`src/rtl/cntr_event_fifo.sv`:
```
// cntr_event_fifo: detects threshold-match and drop events on counter updates and queues them in a FWFT FIFO
module cntr_event_fifo #(
  parameter int DEPTH = 4,
  parameter int CW = 32
) (
  input  logic                       clk,
  input  logic                       rst,
  input  logic [CW-1:0]              cnt_in,
  input  logic                       cnt_upd,
  input  logic [CW-1:0]              thr_in,
  input  logic                       thr_load,
  output logic                       ev_valid,
  input  logic                       ev_ready,
  output logic [1:0]                 ev_type,
  output logic [CW-1:0]              ev_value,
  output logic [$clog2(DEPTH):0]     ev_level,
  output logic                       ovf,
  input  logic                       ovf_clr,
  output logic [15:0]                drop_cnt
);
  localparam int AW = $clog2(DEPTH);
  localparam int LW = AW + 1;
  logic [CW-1:0] thr, prev_val;
  logic prev_vld;
  logic [CW+1:0] mem [DEPTH];
  logic [AW-1:0] wp, rp, rp_n;
  logic match, drop, push, pop, accept, lost;
  logic [LW-1:0] after_pop, level_n;
  logic [CW+1:0] rec, head_n;
  always_comb begin
    match = cnt_upd && cnt_in == thr && (!prev_vld || cnt_in != prev_val);
    drop = cnt_upd && prev_vld && cnt_in < prev_val;
    push = match || drop;
    pop = ev_valid && ev_ready;
    accept = push && (ev_level != LW'(DEPTH) || pop);
    lost = push && !accept;
    rec = {drop, match, cnt_in};
    rp_n = rp + AW'(pop);
    after_pop = ev_level - LW'(pop);
    level_n = after_pop + LW'(accept);
    // a record pushed into a FIFO that is empty after this pop goes straight to the head
    head_n = after_pop == '0 ? rec : mem[rp_n];
  end
  always_ff @(posedge clk)
    if (accept) mem[wp] <= rec;
  always_ff @(posedge clk) begin
    if (!rst) begin
      thr <= '1;
      prev_val <= '0;
      prev_vld <= 1'b0;
      wp <= '0;
      rp <= '0;
      ev_level <= '0;
      ev_valid <= 1'b0;
      ev_type <= '0;
      ev_value <= '0;
      ovf <= 1'b0;
      drop_cnt <= '0;
    end else begin
      if (thr_load) thr <= thr_in;
      if (cnt_upd) begin
        prev_val <= cnt_in;
        prev_vld <= 1'b1;
      end
      wp <= wp + AW'(accept);
      rp <= rp_n;
      ev_level <= level_n;
      ev_valid <= level_n != '0;
      if (level_n != '0) {ev_type, ev_value} <= head_n;
      if (ovf_clr) begin
        ovf <= lost;
        drop_cnt <= {15'd0, lost};
      end else if (lost) begin
        ovf <= 1'b1;
        drop_cnt <= drop_cnt + 16'(drop_cnt != 16'hFFFF);
      end
    end
  end
endmodule

```
`config.mk`:
```
export PLATFORM = sky130hd
export DESIGN_NAME = cntr_event_fifo
export DESIGN_NICKNAME = d
export VERILOG_FILES = /design/src/rtl/cntr_event_fifo.sv
export SDC_FILE = /design/constraint.sdc
export NUM_CORES = 1
export LEC_CHECK = 0
export BUFFER_PORTS_ARGS = -buffer_cell sky130_fd_sc_hd__clkbuf_2
export CAP_MARGIN = 20
export CORE_MARGIN = 2
export CORE_UTILIZATION = 59
export DETAILED_ROUTE_END_ITERATION = 16
export GPL_TIMING_DRIVEN = 0
export PLACE_DENSITY = 0.8
export SETUP_SLACK_MARGIN = 0.05
export SYNTH_ARGS = -nofsm -noshare
export SYNTH_HDL_FRONTEND = slang
export SYNTH_SLANG_ARGS = --single-unit
```
`constraint.sdc`:
```
create_clock -name clk -period 7.4 [get_ports clk]
set_clock_uncertainty 0.15 [all_clocks]
set_input_delay 0.74 -clock clk [delete_from_list [all_inputs] [get_ports clk]]
set_output_delay 0.74 -clock clk [all_outputs]
set_load 0.1 [all_outputs]
```
# Word level (Yosys, flattened, before mapping)

Memory sizes are Yosys's and may differ from the RTL's.
Cells that the tools add are included.

Add/subtract/negate cells: 5
Magnitude comparators: 1
Equality and inequality tests: 4
Muxes and demuxes: 7
Bitwise logic cells: 1
Reductions and logical operators: 16

Operator list:

| kind                                        | count |
|---|---|
| 34-bit two-way mux                          | 1 |
| 32-bit equality test                        | 1 |
| 32-bit less-than comparator                 | 1 |
| 32-bit != test                              | 1 |
| 16-bit by 1-bit adder with 16-bit output    | 1 |
| 16-bit != test (second input constant)      | 1 |
| 1-bit logical AND                           | 7 |
| 1-bit two-way mux                           | 6 |
| 2-bit by 1-bit adder with 2-bit output      | 2 |
| 3-bit by 1-bit adder with 3-bit output      | 1 |
| 3-bit zero test                             | 1 |
| 1-bit logical OR                            | 3 |
| 3-bit != test (second input constant)       | 1 |
| 3-bit nonzero test                          | 1 |
| 3-bit by 1-bit subtractor with 3-bit output | 1 |
| 1-bit zero test                             | 2 |
| 2-bit nonzero test                          | 1 |
| 2-bit OR reduction                          | 1 |
| 1-bit inverter                              | 1 |

Register bits after elaboration: 124
Memory bits (writable): 136
Input port bits: 70
Output and inout bits: 55
Logic and storage cells: 47
Memories: 1

Memory list:

| memory | depth | width | read ports | clocked after Yosys merged registers in | write ports | line | RTL |
|---|---|---|---|---|---|---|---|
| mem    | 4     | 34    | 1          | 0                                       | 1           | 25   | `logic [CW+1:0] mem [DEPTH];` |

# Depth between registers and ports, before layout

Word-level depth: 9
Gate-level depth with buffers: 17
Mapped depth without buffers: 15

# Worst setup path after synthesis

OpenSTA, ideal clock, no wires.

Path type: input to register
Start: input port cnt_in[19]
End: memory mem[1][0] (netlist bit), enable pin
Library setup time: 0.475 ns
Arrival time: 5.166 ns
Data required time: 6.775 ns
Path slack: 1.610 ns
Stages: 8
Buffers on the path: 0
Cells stage by stage: ha_1 a21oi_1 o21ai_0 a2111oi_0 o211ai_1 o31ai_2 nand2_1 nor3b_1

Longest elaborated chain between the ends: 7
Elaborated cells on any way between the ends: 11
Classes of those cells: order compare: 1; eq/ne: 2; mux: 2; reduce/logical: 6

Ends and longest elaborated chain:

| what                                                                | line | RTL |
|---|---|---|
| start, declared                                                     | 8    | `input logic [CW-1:0] cnt_in,` |
| branches (longest 3 deep; another with 32-bit less-than comparator) | n/a  |  |
| 1-bit logical OR (*)                                                | 33   | `push = match \|\| drop;` |
| 1-bit logical AND (*)                                               | 35   | `accept = push && (ev_level != LW'(DEPTH) \|\| pop);` |
| 1-bit two-way mux (*)                                               | 45   | `if (accept) mem[wp] <= rec;` |
| 1-bit two-way mux (not written as such) (*)                         | 45   |  |
| end, declared                                                       | 25   |  |

Mark *: on every way between the ends.

# Worst setup path after layout

Start: input port cnt_in[30]
End: register ev_type[1]

Longest elaborated chain between the ends: 7
Elaborated cells on any way between the ends: 12
Classes of those cells: add/sub: 1; order compare: 1; eq/ne: 2; mux: 1; reduce/logical: 7

Ends and longest elaborated chain:

| what                                                                | line | RTL |
|---|---|---|
| branches (longest 7 deep; another with 32-bit less-than comparator) | n/a  |  |
| end signal, assigned                                                | 69   | `if (level_n != '0) {ev_type, ev_value} <= head_n;` |
| end, declared                                                       | 14   | `output logic [1:0] ev_type,` |

Several ways; the timed one is not identified.
A chain may end at the register's enable or synchronous reset.

==> flow_metrics.py <==
metrics = {
    "synthesis": {
        "ys_async_sr_fraction_pct": 0,
        "syn_avg_cell_area_um2": 13.07,
        "synth_fp_nets": 978,
        "ys_warn_count": 0,
        "synth_fa_ha_area_share_pct": 4.412,
        "synth_area_mm2": 0.01134,
        "synth-seq-cells": 260,
        "ys.flop_type": "edfxtp_1",
        "yosysUniqueCellTypes": 48,
        "synth_compound_area_share_pct": 7.268,
        "synth.area.mux_share_pct": 15.22,
        "synth_xor_area_share_pct": 2.779,
        "syn_inst": 868,
        "synth_top_family_by_area": "multiplexers",
        "seq_area_frac_synth_pct": 57.88,
        "synthSimpleGateAreaFrac_pct": 9.342,
        "synth_edf_count": 136,
    },
    "power": {
        "p_seq_share_pct": 36.5,
        "powerDensity_mw_per_mm2": 351.0,
        "p_int_mw": 2.841,
        "p_sw_mw": 1.792,
        "ir_drop_mv": 0.2532,
        "clockPowerShare_pct": 26.8,
        "power.leakage_nw": 5.331,
        "switching_share_pct": 38.68,
        "comb_power_share_pct": 36.7,
        "total_power_mw": 4.633,
    },
    "die": {
        "io_pins": 125,
        "rows": 50,
        "start_util_pct": 60.45,
        "die_y_um": 142.7,
        "fp.dieW_um": 142.7,
        "core-area_mm2": 0.01877,
        "dieArea_mm2": 0.02035,
    },
    "critical_path": {
        "critical_path_buf_inv_count": 5,
        "cp_slowest_stage_delay_ps": 680,
        "crit_chain": "clkbuf_2 > ha_1 > nand4_1 > or4_1 > nor3_1 > o31ai_2 > nand2_1 > inv_1 > ha_1 > ha_1 > xnor2_1 > or3_1 > clkbuf_1 > clkbuf_1 > clkbuf_1 > a21oi_1",
        "r2r_start": "prev_val[19]",
        "cp-end-kind": "flop",
        "worst_ep_required_time_ps": 7640,
        "start_kind": "input port",
        "cp_top_family": "simple AND/OR/NAND/NOR gates",
        "r2r_setup_slack_ps": 2180,
        "cp.arrival_ps": 5510,
        "crit_type": "input port to flop",
        "worst-path-max-fanout": 10,
        "rr_worst_depth": 17,
        "r2r-end": "ev_type[1]",
        "slowest_stage": "nor3_1",
    },
    "clock_tree": {
        "cts_resized": 0,
        "cts_sinks": 260,
        "postCtsSetupRepairBufs": 0,
        "cts-buffers-inserted": 27,
        "holdBufCountCts": 0,
        "htreeDepth": 1,
        "cts_tree": "built",
        "clkSlewWorstSetupHoldPaths_ps": 60,
        "clk_latency_ps": 530,
        "clk_path_buf_depth": 3,
        "clockRootBuffer": "clkbuf_16",
    },
    "timing": {
        "fmax_ghz": 0.1898,
        "fin_crit_ps": 5269,
        "timing.hold.ws_ps": 275.5,
        "setup_viol": 0,
        "hold_viol": 0,
        "relSlewSlack_pct": 28.76,
        "grt_setup_unrepaired": "no",
        "fin_crit_sh_pct": 71.20,
        "finalWorstSetupSlack_ps": 2131,
        "tightest_slew_ps": 1042,
        "setup_tns_ps": 0,
        "drv_slew": 0,
    },
    "route": {
        "drc": 0,
        "postRouteAntennaNets": 0,
        "drtIter0Drc": 546,
        "firstDrtPassIters": 5,
        "vias_per_cell": 5.912,
        "wire_per_inst_um": 19.96,
        "routed_wl_um": 25610,
        "vias": 7585,
    },
    "layout": {
        "layout-drive-gt1-share_pct": 20.11,
        "fin_nets": 1139,
        "area_growth_pct": 16.34,
        "antennaDiodeCount": 0,
        "fin_cells": 1283,
    },
    "outcome": {
        "outcome": "finished, final reports clean",
    },
    "placed_design": {
        "place_inst": 1233,
        "place_congestion": 0.8967,
        "dpl.hpwl_um": 18250,
        "pre_cts_ws_ps": 1579,
        "numPortBuffers": 121,
    },
    "grt": {
        "grt_pass1_wl_um": 40430,
        "antenna_found_initial": 0,
        "grt_use_total_pct": 25.95,
        "grt_pass1_vias": 7410,
        "grt_max_degree": 35,
        "grt-ovfl-total": 0,
    },
    "min_path": {
        "hold_end": "thr[22]",
        "min-delay-start": "thr_in[22]",
        "hold_depth": 3,
        "hold_class": "input port to flop",
    },
    "job": {
        "drv_cap": 0,
    },
}
## power groups by stage
| stage | registers, mW | logic (mW) | clock network (mW) |
|---|---|---|---|
| floorplan | 2.27 | 0.774 | 0 |
| global placement | 1.72 | 1.68 | 0 |
| detailed placement | 1.72 | 1.70 | 0 |
| CTS | 1.69 | 1.71 | 1.26 |
| global route | 1.70 | 1.82 | 1.32 |
| finish | 1.69 | 1.70 | 1.24 |
## worst reg2reg max path: stages, from the launching register on
cell	delay [ps]
dfxtp_1	340
inv_1	60
ha_1	300
a21oi_1	150
o21ai_0	140
a2111oi_0	410
o211ai_1	340
o31ai_2	810
nand2_1	310
inv_1	190
ha_1	160
ha_1	150
xnor2_1	130
or3_1	120
clkbuf_1	330
clkbuf_1	430
clkbuf_1	460
a21oi_1	120
## registers in the layout, indices dropped and copies added (netlist names)
| signal | cells |
|---|---|
| ev_value | 32 |
| ovf | 1 |
| mem | 136 |
| ev_valid | 1 |
| thr | 32 |
| prev_val | 32 |
| rp | 2 |
| ev_level | 3 |
| drop_cnt | 16 |
| wp | 2 |
| prev_vld | 1 |
| ev_type | 2 |
## area by class of cell
type,instances,area [um^2]
plain buffers,45,171.4
clock buffers,41,768.2
clock inverters,8,41.29
fillers,1312,5569
inverters,48,180.2
multi-input cells,515,4443
flip-flops and latches,260,6566
well taps,234,292.8
repair buffers,132,735.7
## Yosys cell counts (all sizes together), types with 2 or more instances
cell type	count	share of area (%)
o211a	33	2.9
inv	48	1.6
xnor2	7	0.54
or3	2	0.11
and3	4	0.22
nor3b	2	0.13
a21oi	28	1.2
nor2b	33	1.8
edfxtp	136	36
nand4	11	0.61
or4	10	0.69
buf	16	0.55
a21boi	2	0.13
mux4	34	6.7
a2111oi	2	0.15
nand2	83	2.7
nor3	7	0.31
o211ai	4	0.26
o31a	2	0.23
xor2	29	2.2
o2111ai	6	0.46
dfxtp	124	22
o21ai	5	0.22
and2	12	0.66
ha	40	4.4
o31ai	7	0.51
clkbuf	29	0.96
a41o	6	0.53
nor2	9	0.30
mux2i	96	8.5
nand2b	2	0.11
nor4	15	0.83
nand3	13	0.57
## placed cells by master, fill, tap and decap left out, types with 12 or more instances in the layout
master	count
nor4_1	15
clkbuf_1	39
and2_1	12
o211a_1	33
nand2_1	83
mux2i_1	96
edfxtp_1	136
nor2b_1	33
ha_1	40
dfxtp_1	124
nand3_1	13
inv_1	48
a21oi_1	28
buf_1	14
clkbuf_2	122
mux4_2	34
xor2_1	29
clkbuf_16	27
## worst max path at each step
stage	startpoint	end	cells after the start
2_1_floorplan	cnt_in[19]	mem[1][0]	8
3_3_place_gp	cnt_in[19]	mem[2][18]	9
3_5_place_dp	cnt_in[19]	ev_type[1]	17
4_1_cts	cnt_in[19]	ev_type[1]	17
5_1_grt	cnt_in[19]	ev_type[1]	17
6_report	cnt_in[30]	ev_type[1]	16
## per-layer routing
| layer | track usage, % | up-vias | wire length (um) |
|---|---|---|---|
| met2 | 43.22 | 289 | 12310 |
| met3 | 3.353 | 51 | 1554 |
| met1 | 35.87 | 3687 | 11050 |
| li1 | - | 3558 | - |
| met4 | 8.129 | 0 | 697 |
| met5 | 0 | - | 0 |
## cells by family (layout without fill, tap and decap cells)
family / count (synthesis) / count (layout)
flip-flops: 260 / 260
AND/OR/NAND/NOR: 206 / 206
multiplexers: 130 / 130
AO/OA/AOI/OAI: 103 / 103
buffers and inverters: 93 / 274
adder cells (fa/ha/maj): 40 / 40
XOR/XNOR: 36 / 36
## per-stage QoR
step	cell area, um^2	utilization [%]
after CTS	13190	70.30
after global routing	13200	70.33
after floorplan	11340	-
after global placement	12240	65.23
after detailed placement	12380	65.99
final	13200	70.33
No activity file was read; power rests on OpenSTA's default activity.
